**src/rtl/irq_controller.sv**
```systemverilog
// -----------------------------------------------------------------------------
// irq_controller
//
// Purpose:
//   Switches the instruction ROM's program counter between normal flow and the
//   single interrupt handler. The controller:
//     - latches rising edges from NUM_SRC request lines into pending bits,
//     - gates the pending bits with a mask register and a global enable,
//     - picks one source by fixed priority (bit 0 highest),
//     - pulses interrupt_jump (save PC, enter handler) and
//       interrupt_clear_status (restore saved PC) towards the ROM.
//   The ROM keeps only one saved PC, so interrupts never nest. After a return
//   there is one quiet cycle, so at least one instruction of the interrupted
//   program runs before the next interrupt is taken.
//
// Configuration macro:
//   IRQ_SYNC_EN - when defined, each request line goes through a two-flop
//                 synchronizer before edge detection (rise to pending: 3 edges).
//                 When undefined, the request lines must be synchronous to
//                 i_clk (rise to pending: 1 edge).
//
// Parameters:
//   NUM_SRC    - number of interrupt sources (1..8)
//   ID_W       - width of o_irq_id, at least ceil(log2(NUM_SRC)), minimum 1
//   MASK_RESET - reset value of the mask register (1 = source enabled)
//
// Ports:
//   i_clk                    in   system clock, rising edge
//   i_rst_n                  in   asynchronous active-low reset
//   i_irq_in[NUM_SRC]        in   raw request lines, rising-edge sensitive
//   i_global_en              in   global interrupt enable
//   i_mask_we                in   mask register write strobe
//   i_mask_wdata[NUM_SRC]    in   new mask value
//   i_pend_clr[NUM_SRC]      in   one-cycle strobe clearing selected pending bits
//   i_jump_enable            in   CPU branch to the ROM this cycle
//   i_reti                   in   decoded return-from-interrupt, one-cycle strobe
//   o_interrupt_jump         out  to ROM: save PC and jump to handler entry
//   o_interrupt_clear_status out  to ROM: restore the saved PC
//   o_irq_active             out  high while a handler is in service
//   o_irq_id[ID_W]           out  index of the source being serviced
//   o_pending[NUM_SRC]       out  latched pending bits
//   o_mask[NUM_SRC]          out  current mask register
// -----------------------------------------------------------------------------
module irq_controller #(
    parameter int                   NUM_SRC    = 4,
    parameter int                   ID_W       = 2,
    parameter logic [NUM_SRC-1:0]   MASK_RESET = '0
) (
    input  logic                i_clk,
    input  logic                i_rst_n,
    input  logic [NUM_SRC-1:0]  i_irq_in,
    input  logic                i_global_en,
    input  logic                i_mask_we,
    input  logic [NUM_SRC-1:0]  i_mask_wdata,
    input  logic [NUM_SRC-1:0]  i_pend_clr,
    input  logic                i_jump_enable,
    input  logic                i_reti,
    output logic                o_interrupt_jump,
    output logic                o_interrupt_clear_status,
    output logic                o_irq_active,
    output logic [ID_W-1:0]     o_irq_id,
    output logic [NUM_SRC-1:0]  o_pending,
    output logic [NUM_SRC-1:0]  o_mask
);

    typedef enum logic [1:0] {
        ST_IDLE    = 2'd0,
        ST_SERVICE = 2'd1,
        ST_RETURN  = 2'd2
    } state_t;

    state_t                 r_state;
    logic [NUM_SRC-1:0]     r_irq_prev;
    logic [NUM_SRC-1:0]     r_pending;
    logic [NUM_SRC-1:0]     r_mask;
    logic [ID_W-1:0]        r_irq_id;
    logic                   r_irq_active;

    logic [NUM_SRC-1:0]     w_irq_s;
    logic [NUM_SRC-1:0]     w_edge;
    logic [NUM_SRC-1:0]     w_req;
    logic [NUM_SRC-1:0]     w_accept_clr;
    logic [NUM_SRC-1:0]     w_pending_next;
    logic [ID_W-1:0]        w_win_id;
    logic                   w_any_req;
    logic                   w_accept;
    logic                   w_release;

    // -------------------------------------------------------------------------
    // Request sampling
    // -------------------------------------------------------------------------
`ifdef IRQ_SYNC_EN
    logic [NUM_SRC-1:0]     r_sync1;
    logic [NUM_SRC-1:0]     r_sync2;

    always_ff @(posedge i_clk or negedge i_rst_n) begin
        if (!i_rst_n) begin
            r_sync1 <= '0;
            r_sync2 <= '0;
        end else begin
            r_sync1 <= i_irq_in;
            r_sync2 <= r_sync1;
        end
    end

    assign w_irq_s = r_sync2;
`else
    assign w_irq_s = i_irq_in;
`endif

    // One event per rising edge; a level held high only fires once.
    assign w_edge = w_irq_s & ~r_irq_prev;

    // -------------------------------------------------------------------------
    // Request gating and fixed-priority winner (lowest index wins)
    // -------------------------------------------------------------------------
    assign w_req     = r_pending & r_mask;
    assign w_any_req = |w_req;

    // Scan from the top down so the lowest set index is the last to assign.
    always_comb begin
        w_win_id = '0;
        for (int i = NUM_SRC - 1; i >= 0; i--) begin
            if (w_req[i]) begin
                w_win_id = ID_W'(i);
            end
        end
    end

    // Accept only from IDLE and never in a cycle where the CPU itself drives
    // the ROM's branch input; a blocked request stays pending and retries.
    assign w_accept  = (r_state == ST_IDLE) & i_global_en & w_any_req & ~i_jump_enable;
    assign w_release = (r_state == ST_SERVICE) & i_reti;

    // -------------------------------------------------------------------------
    // Pending bit next-state: edge set beats acceptance clear beats pend_clr.
    // An edge arriving on the bit being accepted therefore re-arms it.
    // -------------------------------------------------------------------------
    generate
        for (genvar gi = 0; gi < NUM_SRC; gi++) begin : g_pend
            assign w_accept_clr[gi]   = w_accept & (w_win_id == ID_W'(gi));
            assign w_pending_next[gi] = w_edge[gi]       ? 1'b1 :
                                        w_accept_clr[gi] ? 1'b0 :
                                        i_pend_clr[gi]   ? 1'b0 :
                                                           r_pending[gi];
        end
    endgenerate

    always_ff @(posedge i_clk or negedge i_rst_n) begin
        if (!i_rst_n) begin
            r_irq_prev <= '0;
            r_pending  <= '0;
            r_mask     <= MASK_RESET;
        end else begin
            r_irq_prev <= w_irq_s;
            r_pending  <= w_pending_next;
            if (i_mask_we) begin
                r_mask <= i_mask_wdata;
            end
        end
    end

    // -------------------------------------------------------------------------
    // Service state machine
    // -------------------------------------------------------------------------
    always_ff @(posedge i_clk or negedge i_rst_n) begin
        if (!i_rst_n) begin
            r_state      <= ST_IDLE;
            r_irq_id     <= '0;
            r_irq_active <= 1'b0;
        end else begin
            case (r_state)
                ST_IDLE: begin
                    if (w_accept) begin
                        r_irq_id     <= w_win_id;
                        r_irq_active <= 1'b1;
                        r_state      <= ST_SERVICE;
                    end
                end
                ST_SERVICE: begin
                    if (i_reti) begin
                        r_irq_active <= 1'b0;
                        r_state      <= ST_RETURN;
                    end
                end
                // One quiet cycle after the PC is restored; irq_id is kept.
                ST_RETURN: begin
                    r_state <= ST_IDLE;
                end
                default: begin
                    r_irq_active <= 1'b0;
                    r_state      <= ST_IDLE;
                end
            endcase
        end
    end

    // The ROM pulses must be seen in the same cycle as the deciding inputs,
    // so they are decoded from the state rather than registered.
    assign o_interrupt_jump         = w_accept;
    assign o_interrupt_clear_status = w_release;
    assign o_irq_active             = r_irq_active;
    assign o_irq_id                 = r_irq_id;
    assign o_pending                = r_pending;
    assign o_mask                   = r_mask;

endmodule

```
**config.mk**
```make
export PLATFORM = sky130hd
export DESIGN_NAME = irq_controller
export DESIGN_NICKNAME = d
export VERILOG_FILES = /design/src/rtl/irq_controller.sv
export SDC_FILE = /design/constraint.sdc
export NUM_CORES = 1
export LEC_CHECK = 0
export CAP_MARGIN = 25
export CORE_MARGIN = 3
export CORE_UTILIZATION = 43
export DETAILED_ROUTE_END_ITERATION = 7
export PLACE_DENSITY = 0.91
export SLEW_MARGIN = 20
export SYNTH_ARGS = -nofsm -noshare
export SYNTH_HDL_FRONTEND = slang
export SYNTH_SLANG_ARGS = --single-unit
```
**constraint.sdc**
```tcl
create_clock -name i_clk -period 2.5 [get_ports i_clk]
set_clock_uncertainty 0.1 [all_clocks]
set_input_delay 0.25 -clock i_clk [delete_from_list [all_inputs] [get_ports i_clk]]
set_output_delay 0.25 -clock i_clk [all_outputs]
set_load 0.02 [all_outputs]
```
### Word level (Yosys, flattened, before mapping)

Index checks and enable logic that the tools add are counted.

* eq/ne operators: 7
* muxes and demuxes: 22
* bitwise gates (word level): 13
* reduce and logical (&&, ||, !) cells: 10

Operators with widths (number)
* $mux 1: 14
* $mux 2: 6
* $reduce_bool 3->1: 4
* $and 1x1->1: 8
* $and 4x4->4: 2
* $eq 2x2->1 const B: 3
* $eq 2x1->1 const B: 2
* $logic_not 2->1: 2
* $ne 2x2->1 const B: 2
* $not 4->4: 1
* $pmux 2 s2: 1
* $reduce_and 2->1: 2
* $reduce_or 4->1: 1
* $pmux 1 s3: 1
* $reduce_and 3->1: 1
* $not 1->1: 2

* register bits after elaboration: 17
* input port bits: 18
* output and inout port bits: 13

### Longest topological paths before layout

Gate-level depths: netlist of the first run.

* depth in word-level cells: 9
* depth in mapped cells: 3
* mapped depth without buffers: 3

### Worst setup path after synthesis of the first run

No wires, ideal clock.

* path kind: reg2out
* start: register r_state[0]
* end: output o_interrupt_jump
* arrival: 1.197 ns
* data required time: 2.150 ns
* setup slack: 0.953 ns
* stages on the path, launching flop included: 3
* path buffers: 0
* cell sequence: dfrtp_1 > nor4b_4 > a21boi_2

* longest elaborated chain between the ends: 4

Ends and longest elaborated chain
* start, declared: RTL line 72 `state_t r_state;`
* start signal, assigned: RTL line 168 `r_state <= ST_IDLE;`
* start signal, assigned: RTL line 177 `r_state <= ST_SERVICE;`
* start signal, assigned: RTL line 183 `r_state <= ST_RETURN;`
* $logic_not 2->1: RTL line 132 `assign w_accept = (r_state == ST_IDLE) & i_global_en & w_any_req & ~i_jump_enable;`
* $and 1x1->1 (3 in series): RTL line 132
* end, declared: RTL line 58 `output logic o_interrupt_jump,`

Every way passes these cells.

### Final worst setup path of the first run

Same ends and word-level chain as after synthesis.

==> results of run 1 <==
==> logic make-up after synthesis <==
group / after synthesis / synth area share
buf+inv: 9 / 0.0477
simple gates: 13 / 0.133
mux: 4 / 0.0636
compound gates: 14 / 0.155
flops: 17 / 0.601
==> metrics by stage <==
stage / hold WS, ps / cells / area, um2
6_report: 301 / 108 / 1060
5_1_grt: 334 / 108 / 1060
4_1_cts: 321 / 108 / 1060
3_5_place_dp: 321 / 104 / 1040
3_3_place_gp: 304 / 104 / 1040
2_1_floorplan: -146 / 57 / 708
==> flip-flops by register name, indices dropped and copies added (netlist names) <==
register	cells
o_irq_active	1
o_irq_id	2
o_mask	4
o_pending	4
r_irq_prev	4
r_state	2
==> path summary, 6_finish.rpt <==
check | slack, ps | start | to | cells past startpoint
max | 280 | r_state[0] | o_interrupt_jump | 3
min | 300 | i_rst_n | r_irq_prev[3] | 1
max reg2reg | 990 | r_state[0] | o_pending[3] | 4
min reg2reg | 330 | r_irq_prev[0] | o_pending[0] | 1
max in group asynchronous | 1530 | i_rst_n | r_state[0] | 1
min in group i_clk | 330 | i_irq_in[0] | r_irq_prev[0] | 1
==> report_power, final <==
group          total [W]  switching [W]  internal [W]
Combinational   0.000215      0.0000951      0.000120
Clock           0.000142      0.0000800     0.0000620
Sequential      0.000345      0.0000328      0.000313
==> routing by layer <==
metal	GRT usage	vias to the layer above
met5	0	-
met4	0.0852	0
met3	0.0234	4
met2	0.272	24
met1	0.197	268
li1	-	273
==> cell type report <==
class	count	area [um2]	share of cell area
sequential	17	425	0.400
timing repair buffer	31	308	0.290
tap	16	20.0	0.0188
multi-input combinational	31	249	0.234
clock buffer	4	26.3	0.0247
inverter	9	33.8	0.0318
==> cells in the final DEF, fill, tap and decap left out, drive strengths merged, types with 2 or more instances in the layout <==
master         Yosys  layout
clkdlybuf4s50      0      30
dfrtp             17      17
inv                9       9
o21ai              4       4
mux2               4       4
clkbuf             0       4
a22oi              2       2
and3b              2       2
nand2              2       2
a32o               2       2
nor2               2       2
==> Yosys cell counts <==
library cell   n
mux2_2         4
and3b_1        2
nor3b_1        1
a211o_1        1
nor2b_1        1
nor4b_4        1
nand3_1        1
inv_1          9
a221oi_1       1
a311o_1        1
a2bb2oi_1      1
o21ai_0        4
and2_1         1
nand4_1        1
a21boi_2       1
a21o_1         1
or2_2          1
a22oi_1        2
nor2_1         2
nand2_1        2
a32o_1         2
dfrtp_1       17
==> results.md, run 1 <==
* M1 WL at 656 um
* Critical-path cell list: nor4b_4 -> a21boi_2 -> clkdlybuf4s50_1
* Final hold vios at 0
* Total power at 0.000702 W
* Critical-path top delay cell: clkdlybuf4s50_1
* Buf/Inv on CP at 1
* Routed via count at 569
* Total GRT Usage at 0.162
* Routed met3 length at 79 um
* Register area share after synthesis at 0.601
* Post-synth net total at 75
* Post-CTS setup buffers at 0
* Distinct cells, synth at 22
* DR pass1 iterations at 5
* Die Wd at 46.6 um
* Flops & latches, synth at 17
* TritonCTS Sinks at 17
* Worst setup margin at 280 ps
* Clock tree buffer depth at 2
* Detail Route Antenna Nets at 0
* Number of global-route vias before repair at 591
* Detailed Route Iter0 Violations at 8
* Max-slew violation count at 0
* RSZ-0062 raised after global routing: false
* Clock buffer count from CTS at 3
* Lkg Pwr at 0.477 nW
* GRT overflow at 0
* Post-CTS Resized at 0
* Power Density at 661 nW/um2
* Post-Synthesis Cell Area at 708 um2
* Critical path required time at 2150 ps
* Slew HR at 0.499
* Final min period at 2220 ps
* Synth-to-Final Area Change at 50.0%
* Max Cap Viol at 0
* Die area at 2170 um2
* H-tree depth at 1
* Share of cells above drive strength 1 at 0.120
* Row count at 14
* Critical path's top delay family: buffers and inverters
* Metal2 WL at 747 um
* Hold Buf Count CTS at 0
* # IOs at 31
* Gp weighted congestion at 0.731
* Placeable Area at 1520 um2
* Initial Utilization at 0.465
* CP arrival at 1870 ps
* Share of Yosys cell area claimed by the top area cell type at 0.601
* DP HPWL at 1170 um
* Tcrit/Tclk final at 0.888
* Type of origin of the critical path: register
* Final #Nets at 111
* Setup CP Type: register to output port
* Global-route wire length before repair at 2450 um
* Syn Area/Cell at 12.4 um2
* Critical Path Sink Type: output port
* Syn Inst Count at 57
* Max Clock Freq at 450 MHz
* ANT cells at 0
* Largest stage delay on the critical path at 620 ps
* Filler cells at 122
* Die H at 46.6 um
* Root buf cell: clkbuf_4
* VDD IR max at 0.425 mV
* Total Wirelength at 1510 um
* HP Class: input port to asynchronous set/reset pin
* Port Buf Inserts at 30
* CTS tree: yes
* Vias per cell at 5.27
* Setup TNS at 0 ps
* Worst-Skew Late Latency at 280 ps
* Synth top area cells: dfrtp_1, mux2_2, inv_1
* Worst Path Max Fanout at 5
* Setup violators final at 0
* Measured slew at the worst slew-check pin at 749 ps
* Pin count of the biggest net entering global routing at 18
* Core Util, Final at 0.697
* Routed WL per cell at 14.0 um
* Largest area contributor in the netlist: dfrtp_1
* YS warnings at 0
* Dpl ws at 373 ps
* Outcome: finished, final reports clean
* # DRC at 0
* Max Used Layer: met4
* CTS clock-pin slew for the worst setup and hold paths at 90 ps
* Antenna violations before repair at 0
No activity file was read; power rests on OpenSTA's default activity.
==> run 2: changes to the inputs <==
--- a/config.mk
+++ b/config.mk
@@ -5,11 +5,12 @@
 export SDC_FILE = /design/constraint.sdc
 export NUM_CORES = 1
 export LEC_CHECK = 0
+export ABC_AREA = 1
 export CAP_MARGIN = 25
 export CORE_MARGIN = 3
-export CORE_UTILIZATION = 43
+export CORE_UTILIZATION = 37
 export DETAILED_ROUTE_END_ITERATION = 7
-export PLACE_DENSITY = 0.91
+export PLACE_DENSITY = 0.82
 export SLEW_MARGIN = 20
 export SYNTH_ARGS = -nofsm -noshare
 export SYNTH_HDL_FRONTEND = slang
==> constraint.sdc (replaced) <==
create_clock -name i_clk -period 1.8 [get_ports i_clk]
set_clock_uncertainty 0.1 [all_clocks]
set_input_delay 0.18 -clock i_clk [delete_from_list [all_inputs] [get_ports i_clk]]
set_output_delay 0.18 -clock i_clk [all_outputs]
set_load 0.02 [all_outputs]
==> results.md, run 2 <==
* Routed WL per cell at 11.3 um (was 14.0 um)
* Worst-Skew Late Latency at 280 ps (about the same)
* Number of global-route vias before repair at 637 (was 591)
* Most common cell after layout, fill and taps aside: clkdlybuf4s50_1 (unchanged)
* Ys flop type: dfrtp_1 (unchanged)
* Placed inst area at 1120 um2 (was 1040 um2)
* Asr flop ratio synth at 1.00 (unchanged)
* Global-route wire length before repair at 2700 um (was 2450 um)
* Critical path required time at 1520 ps (was 2150 ps)
* CTS tree: yes (unchanged)
* Gp weighted congestion at 0.783 (was 0.731)
* Measured slew at the worst slew-check pin at 226 ps (was 749 ps)
* Critical Path Sink Type: output port (unchanged)
* Synth top cells by count: nand2_1, dfrtp_1, inv_1, mux2_2, nor2_1 (was dfrtp_1, inv_1, mux2_2, o21ai_0)
* Worst setup margin at 86.0 ps (was 280 ps)
* Total Wirelength at 1610 um (was 1510 um)
* Clock tree buffer depth at 2 (unchanged)
* Worst Path Max Fanout at 4 (was 5)
* # DRC at 0 (unchanged)
* Total GRT Usage at 0.138 (was 0.162)
* Synth-to-Final Area Change at 48.6% (was 50.0%)
* # IOs at 31 (unchanged)
* Register area share after synthesis at 0.549 (was 0.601)
* Post-Synthesis Cell Area at 774 um2 (was 708 um2)
* Final hold vios at 0 (unchanged)
* YS warnings at 0 (unchanged)
* HP Class: input port to asynchronous set/reset pin (unchanged)
* Final min period at 1710 ps
* DR pass1 iterations at 4 (was 5)
* Largest stage delay on the critical path at 430 ps (was 620 ps)
* DP HPWL at 1340 um (was 1170 um)
* Initial Utilization at 0.421 (was 0.465)
* Setup violators final at 0 (unchanged)
* Pin count of the biggest net entering global routing at 18 (unchanged)
* Buf/Inv on CP at 1 (unchanged)
* Largest area contributor in the netlist: dfrtp_1 (unchanged)
* CP startpoint: o_pending[2] (was r_state[0])
* Lkg Pwr at 0.566 nW (was 0.477 nW)
* Dpl ws at 21.9 ps (was 373 ps)
* Power Density at 864 nW/um2 (was 661 nW/um2)
* Post-CTS setup buffers at 0 (unchanged)
* Max Cap Viol at 0 (unchanged)
* Final #Nets at 136 (was 111)
* RSZ-0062 raised after global routing: false (unchanged)
* CTS clock-pin slew for the worst setup and hold paths at 100 ps (was 90 ps)
* Outcome: finished, final reports clean (unchanged)
* Critical-path top delay cell: dfrtp_1 (was clkdlybuf4s50_1)
* Total power at 0.000995 W (was 0.000702 W)
* CP arrival at 1430 ps (was 1870 ps)
* R2R Path Start: o_pending[2] (was r_state[0])
* Syn Area/Cell at 9.56 um2 (was 12.4 um2)
* Distinct cells, synth at 18 (was 22)
* Flops & latches, synth at 17 (unchanged)
* Most frequent cell after synthesis: nand2_1 (was dfrtp_1)
* Share of cells above drive strength 1 at 0.171 (was 0.120)
* Post-synth net total at 99 (was 75)
* Hold Buf Count CTS at 0 (unchanged)
* Routed via count at 641 (was 569)
* Placeable Area at 1840 um2 (was 1520 um2)
* Final instance area at 1150 um2 (was 1060 um2)
* Setup CP Type: register to output port (unchanged)
* Tcrit/Tclk final at 0.952
* Type of origin of the critical path: register (unchanged)
* Detailed Route Iter0 Violations at 3 (was 8)
* Antenna violations before repair at 0 (unchanged)
* TritonCTS Sinks at 17 (unchanged)
* Row count at 15 (was 14)
* Die H at 51.8 um (was 46.6 um)
* ANT cells at 0 (unchanged)
* VDD IR max at 0.600 mV (was 0.425 mV)
* Critical path's top delay family: flip-flops (was buffers and inverters)
* Vias per cell at 4.51 (was 5.27)
* Synth top area cells: dfrtp_1, nand2_1, inv_1 (was dfrtp_1, mux2_2, inv_1)
* Detail Route Antenna Nets at 0 (unchanged)
* Max Clock Freq at 583 MHz
* Setup TNS at 0 ps (unchanged)
* Critical-path cell list: nand2_1 -> nand2_2 -> nor2_2 -> nor2_4 -> dlygate4sd2_1 (was nor4b_4 -> a21boi_2 -> clkdlybuf4s50_1)
* Core Util, Final at 0.626 (was 0.697)
* Root buf cell: clkbuf_4 (unchanged)
* Die Wd at 51.8 um (was 46.6 um)
* H-tree depth at 1 (unchanged)
* Port Buf Inserts at 30 (unchanged)
* Slew HR at 0.849 (was 0.499)
* Syn Inst Count at 81 (was 57)
* Share of Yosys cell area claimed by the top area cell type at 0.549 (was 0.601)
* Clock buffer count from CTS at 3 (unchanged)
* Max-slew violation count at 0 (unchanged)
* Post-synth EDFFs at 0 (unchanged)
* GRT overflow at 0 (unchanged)
* Commonest non-fill, non-tap cells in the layout: clkdlybuf4s50_1, nand2_1, dfrtp_1 (was clkdlybuf4s50_1, dfrtp_1, inv_1)
* Die area at 2680 um2 (was 2170 um2)
[run 2: final cells by class]
| cell class | instances | area, um2 |
|---|---|---|
| sequential | 17 | 425 |
| multi-input combinational | 51 | 305 |
| clock buffer | 3 | 22.5 |
| timing repair buffer | 32 | 313 |
| fill | 172 | 688 |
| clock inverter | 1 | 5.00 |
| inverter | 13 | 48.8 |
| tap | 25 | 31.3 |
[run 2: cell families after synthesis]
kind of cell,synth area share
mux,0.0582
flops,0.549
simple gates,0.286
buf+inv,0.0630
compound gates,0.0436
[run 2: path summary, 6_finish.rpt]
check	slack [ps]	depth (start not counted)	endpoint
max in group asynchronous	1300	2	o_mask[3]
min in group i_clk	260	1	r_irq_prev[3]
max reg2reg	520	8	o_pending[3]
max	90	5	o_interrupt_jump
min reg2reg	330	1	o_pending[1]
min	120	2	o_irq_id[0]
[run 2: what timing repair did]
item | 4_1_cts | 5_1_grt
pin swaps | 0 | 1
endpoints found under the setup margin | 2 | 1
resized for setup | 2 | 1
[run 2: power by group]
group          internal (W)  switching [W]
Combinational      0.000160       0.000164
Clock             0.0000825       0.000117
Sequential         0.000433      0.0000376
Total              0.000676       0.000319
[run 2: per-layer routing]
layer | track usage | vias up | share of wire
met2 | 0.258 | 21 | 0.52
met5 | 0 | - | 0
met1 | 0.152 | 291 | 0.42
met3 | 0.0258 | 4 | 0.045
li1 | - | 325 | -
met4 | 0.0524 | 0 | 0.018
[run 2: metrics by stage]
| stage | cells | hold slack, ps |
|---|---|---|
| floorplan | 81 | -216 |
| global placement | 138 | 306 |
| detailed placement | 138 | 321 |
| CTS | 142 | 126 |
| global route | 142 | 125 |
| finish | 142 | 118 |
==> run 3: changes to the inputs <==
--- a/config.mk
+++ b/config.mk
@@ -8,9 +8,10 @@
 export ABC_AREA = 1
 export CAP_MARGIN = 25
 export CORE_MARGIN = 3
-export CORE_UTILIZATION = 37
+export CORE_UTILIZATION = 44
 export DETAILED_ROUTE_END_ITERATION = 7
-export PLACE_DENSITY = 0.82
+export PLACE_DENSITY = 0.9
+export RECOVER_POWER = 100
 export SLEW_MARGIN = 20
 export SYNTH_ARGS = -nofsm -noshare
 export SYNTH_HDL_FRONTEND = slang
==> constraint.sdc (replaced) <==
create_clock -name i_clk -period 2.1 [get_ports i_clk]
set_clock_uncertainty 0.1 [all_clocks]
set_input_delay 0.21 -clock i_clk [delete_from_list [all_inputs] [get_ports i_clk]]
set_output_delay 0.21 -clock i_clk [all_outputs]
set_load 0.02 [all_outputs]
==> results.md, run 3 (synthesized netlist as in run 2, its figures left out) <==
* Type of origin of the critical path: register (unchanged)
* Final #Nets at 134 (was 136)
* Pin count of the biggest net entering global routing at 18 (unchanged)
* Antenna violations before repair at 0 (unchanged)
* Commonest non-fill, non-tap cells in the layout: nand2_1, dlygate4sd3_1, dfrtp_1 (was clkdlybuf4s50_1, nand2_1, dfrtp_1)
* Comb pwr share at 0.302 (was 0.326)
* Final hold vios at 0 (unchanged)
* Routed via count at 649 (was 641)
* Sequential power share at 0.493 (was 0.473)
* # IOs at 31 (unchanged)
* Total Wirelength at 1640 um (was 1610 um)
* Post-CTS setup buffers at 0 (unchanged)
* VDD IR max at 0.470 mV (was 0.600 mV)
* Clock share of power at 0.205 (was 0.201)
* Setup CP Type: register to output port (unchanged)
* Max Cap Viol at 0 (unchanged)
* Worst setup margin at 187 ps (was 86.0 ps)
* Total GRT Usage at 0.145 (was 0.138)
* Reg-to-reg endpoint: o_irq_id[1] (was o_pending[3])
* Dpl ws at 218 ps (was 21.9 ps)
* Clock buffer count from CTS at 3 (unchanged)
* Int Pwr at 0.000558 W (was 0.000676 W)
* H-tree depth at 1 (unchanged)
* RSZ-0062 raised after global routing: false (unchanged)
* Total power at 0.000819 W (was 0.000995 W)
* Worst Reg-to-Reg Cells at 6 (was 8)
* Lkg Pwr at 0.550 nW (was 0.566 nW)
* Critical path required time at 1790 ps (was 1520 ps)
* Critical Path Sink Type: output port (unchanged)
* DP HPWL at 1330 um (was 1340 um)
* Worst Path Max Fanout at 3 (was 4)
* R2R Path Start: r_state[1] (was o_pending[2])
* Post-CTS Resized at 0 (was 2)
* Detail Route Antenna Nets at 0 (unchanged)
* Most common cell after layout, fill and taps aside: nand2_1 (was clkdlybuf4s50_1)
* Placeable Area at 1580 um2 (was 1840 um2)
* Global-route wire length before repair at 2330 um (was 2700 um)
* CTS clock-pin slew for the worst setup and hold paths at 90 ps (was 100 ps)
* CP arrival at 1600 ps (was 1430 ps)
* Port Buf Inserts at 30 (unchanged)
* Tcrit/Tclk final at 0.911
* Gp weighted congestion at 0.776 (was 0.783)
* Max-slew violation count at 0 (unchanged)
* Outcome: finished, final reports clean (unchanged)
* NetSw at 0.000260 W (was 0.000319 W)
* Final min period at 1910 ps
* HP Class: input port to asynchronous set/reset pin (unchanged)
* DR pass1 iterations at 5 (was 4)
* Clock tree buffer depth at 2 (unchanged)
* Vias per cell at 4.95 (was 4.51)
* Power Density at 751 nW/um2 (was 864 nW/um2)
* Die Wd at 48.0 um (was 51.8 um)
* Number of global-route vias before repair at 618 (was 637)
* Switching Share at 0.318 (was 0.320)
* Initial Utilization at 0.491 (was 0.421)
* Slew HR at 0.499 (was 0.849)
* Root buf cell: clkbuf_4 (unchanged)
* Routed WL per cell at 12.5 um (was 11.3 um)
* Max Clock Freq at 523 MHz
* Detailed Route Iter0 Violations at 1 (was 3)
* Hold Buf Count CTS at 0 (unchanged)
* Share of cells above drive strength 1 at 0.104 (was 0.171)
* GRT overflow at 0 (unchanged)
* Filler cells at 135 (was 172)
* Die area at 2300 um2 (was 2680 um2)
* Worst R2R Setup Slack at 600 ps (was 520 ps)
* Row count at 14 (was 15)
* Worst-Skew Late Latency at 280 ps (about the same)
* Placed cell count at 127 (was 138)
* Final cell count without fillers at 131 (was 142)
* Setup violators final at 0 (unchanged)
* Die H at 48.0 um (was 51.8 um)
* Setup TNS at 0 ps (unchanged)
* Measured slew at the worst slew-check pin at 749 ps (was 226 ps)
* CTS tree: yes (unchanged)
* Synth-to-Final Area Change at 40.9% (was 48.6%)
* ANT cells at 0 (unchanged)
* TritonCTS Sinks at 17 (unchanged)
* # DRC at 0 (unchanged)
[run 3: cell types whose count changed in the layout (fill, tap and decap cells not counted), sizes merged]
| cell | delta |
|---|---|
| buf | -2 |
| clkbuf | +2 |
| clkdlybuf4s50 | -17 |
| clkinv | -1 |
| dlygate4sd2 | -2 |
| dlygate4sd3 | +18 |
[run 3: routing by layer]
layer | global-route usage | share of wire
met1 | 0.145 | 0.40
met4 | 0.0645 | 0.010
met3 | 0.0226 | 0.049
met5 | 0 | 0
met2 | 0.285 | 0.54
[run 3: worst max-delay path by stage]
| stage | from | to | slack, ps | cells after the start |
|---|---|---|---|---|
| 2_1_floorplan | o_pending[2] | o_pending[2] | 820 | 7 |
| 3_3_place_gp | i_global_en | o_interrupt_jump | 230 | 4 |
| 3_5_place_dp | i_global_en | o_interrupt_jump | 220 | 4 |
| 4_1_cts | r_state[0] | o_interrupt_jump | 60 | 4 |
| 5_1_grt | r_state[0] | o_interrupt_clear_status | 120 | 3 |
| 6_report | r_state[0] | o_interrupt_clear_status | 190 | 3 |
[run 3: critical path: stages, from the launching register on]
cell and delay [ps]:
dfrtp_1 380, inv_1 70, nor3b_1 170, dlygate4sd3_1 700
[run 3: area by class of cell]
type	instances	area (um2)	share of cell area
inverters	13	48.8	0.0447
repair buffers	30	294	0.269
well taps	16	20.0	0.0183
flip-flops and latches	17	425	0.390
multi-input cells	51	277	0.253
clock buffers	4	26.3	0.0241
[run 3: power by group through the flow]
| stage | clock network (W) | logic (W) | registers (W) |
|---|---|---|---|
| 6_report | 0.000168 | 0.000247 | 0.000404 |
| 5_1_grt | 0.000188 | 0.000268 | 0.000408 |
| 4_1_cts | 0.000176 | 0.000281 | 0.000407 |
| 3_5_place_dp | 0 | 0.000280 | 0.000413 |
| 3_3_place_gp | 0 | 0.000270 | 0.000407 |
| 2_1_floorplan | 0 | 0.0000952 | 0.000452 |
[run 3: metrics by stage]
step	instance area [um2]	util	hold slack, ps
2_1_floorplan	774	-	-186
3_3_place_gp	1090	0.694	306
3_5_place_dp	1090	0.694	320
4_1_cts	1120	0.711	268
5_1_grt	1090	0.692	365
6_report	1090	0.692	329
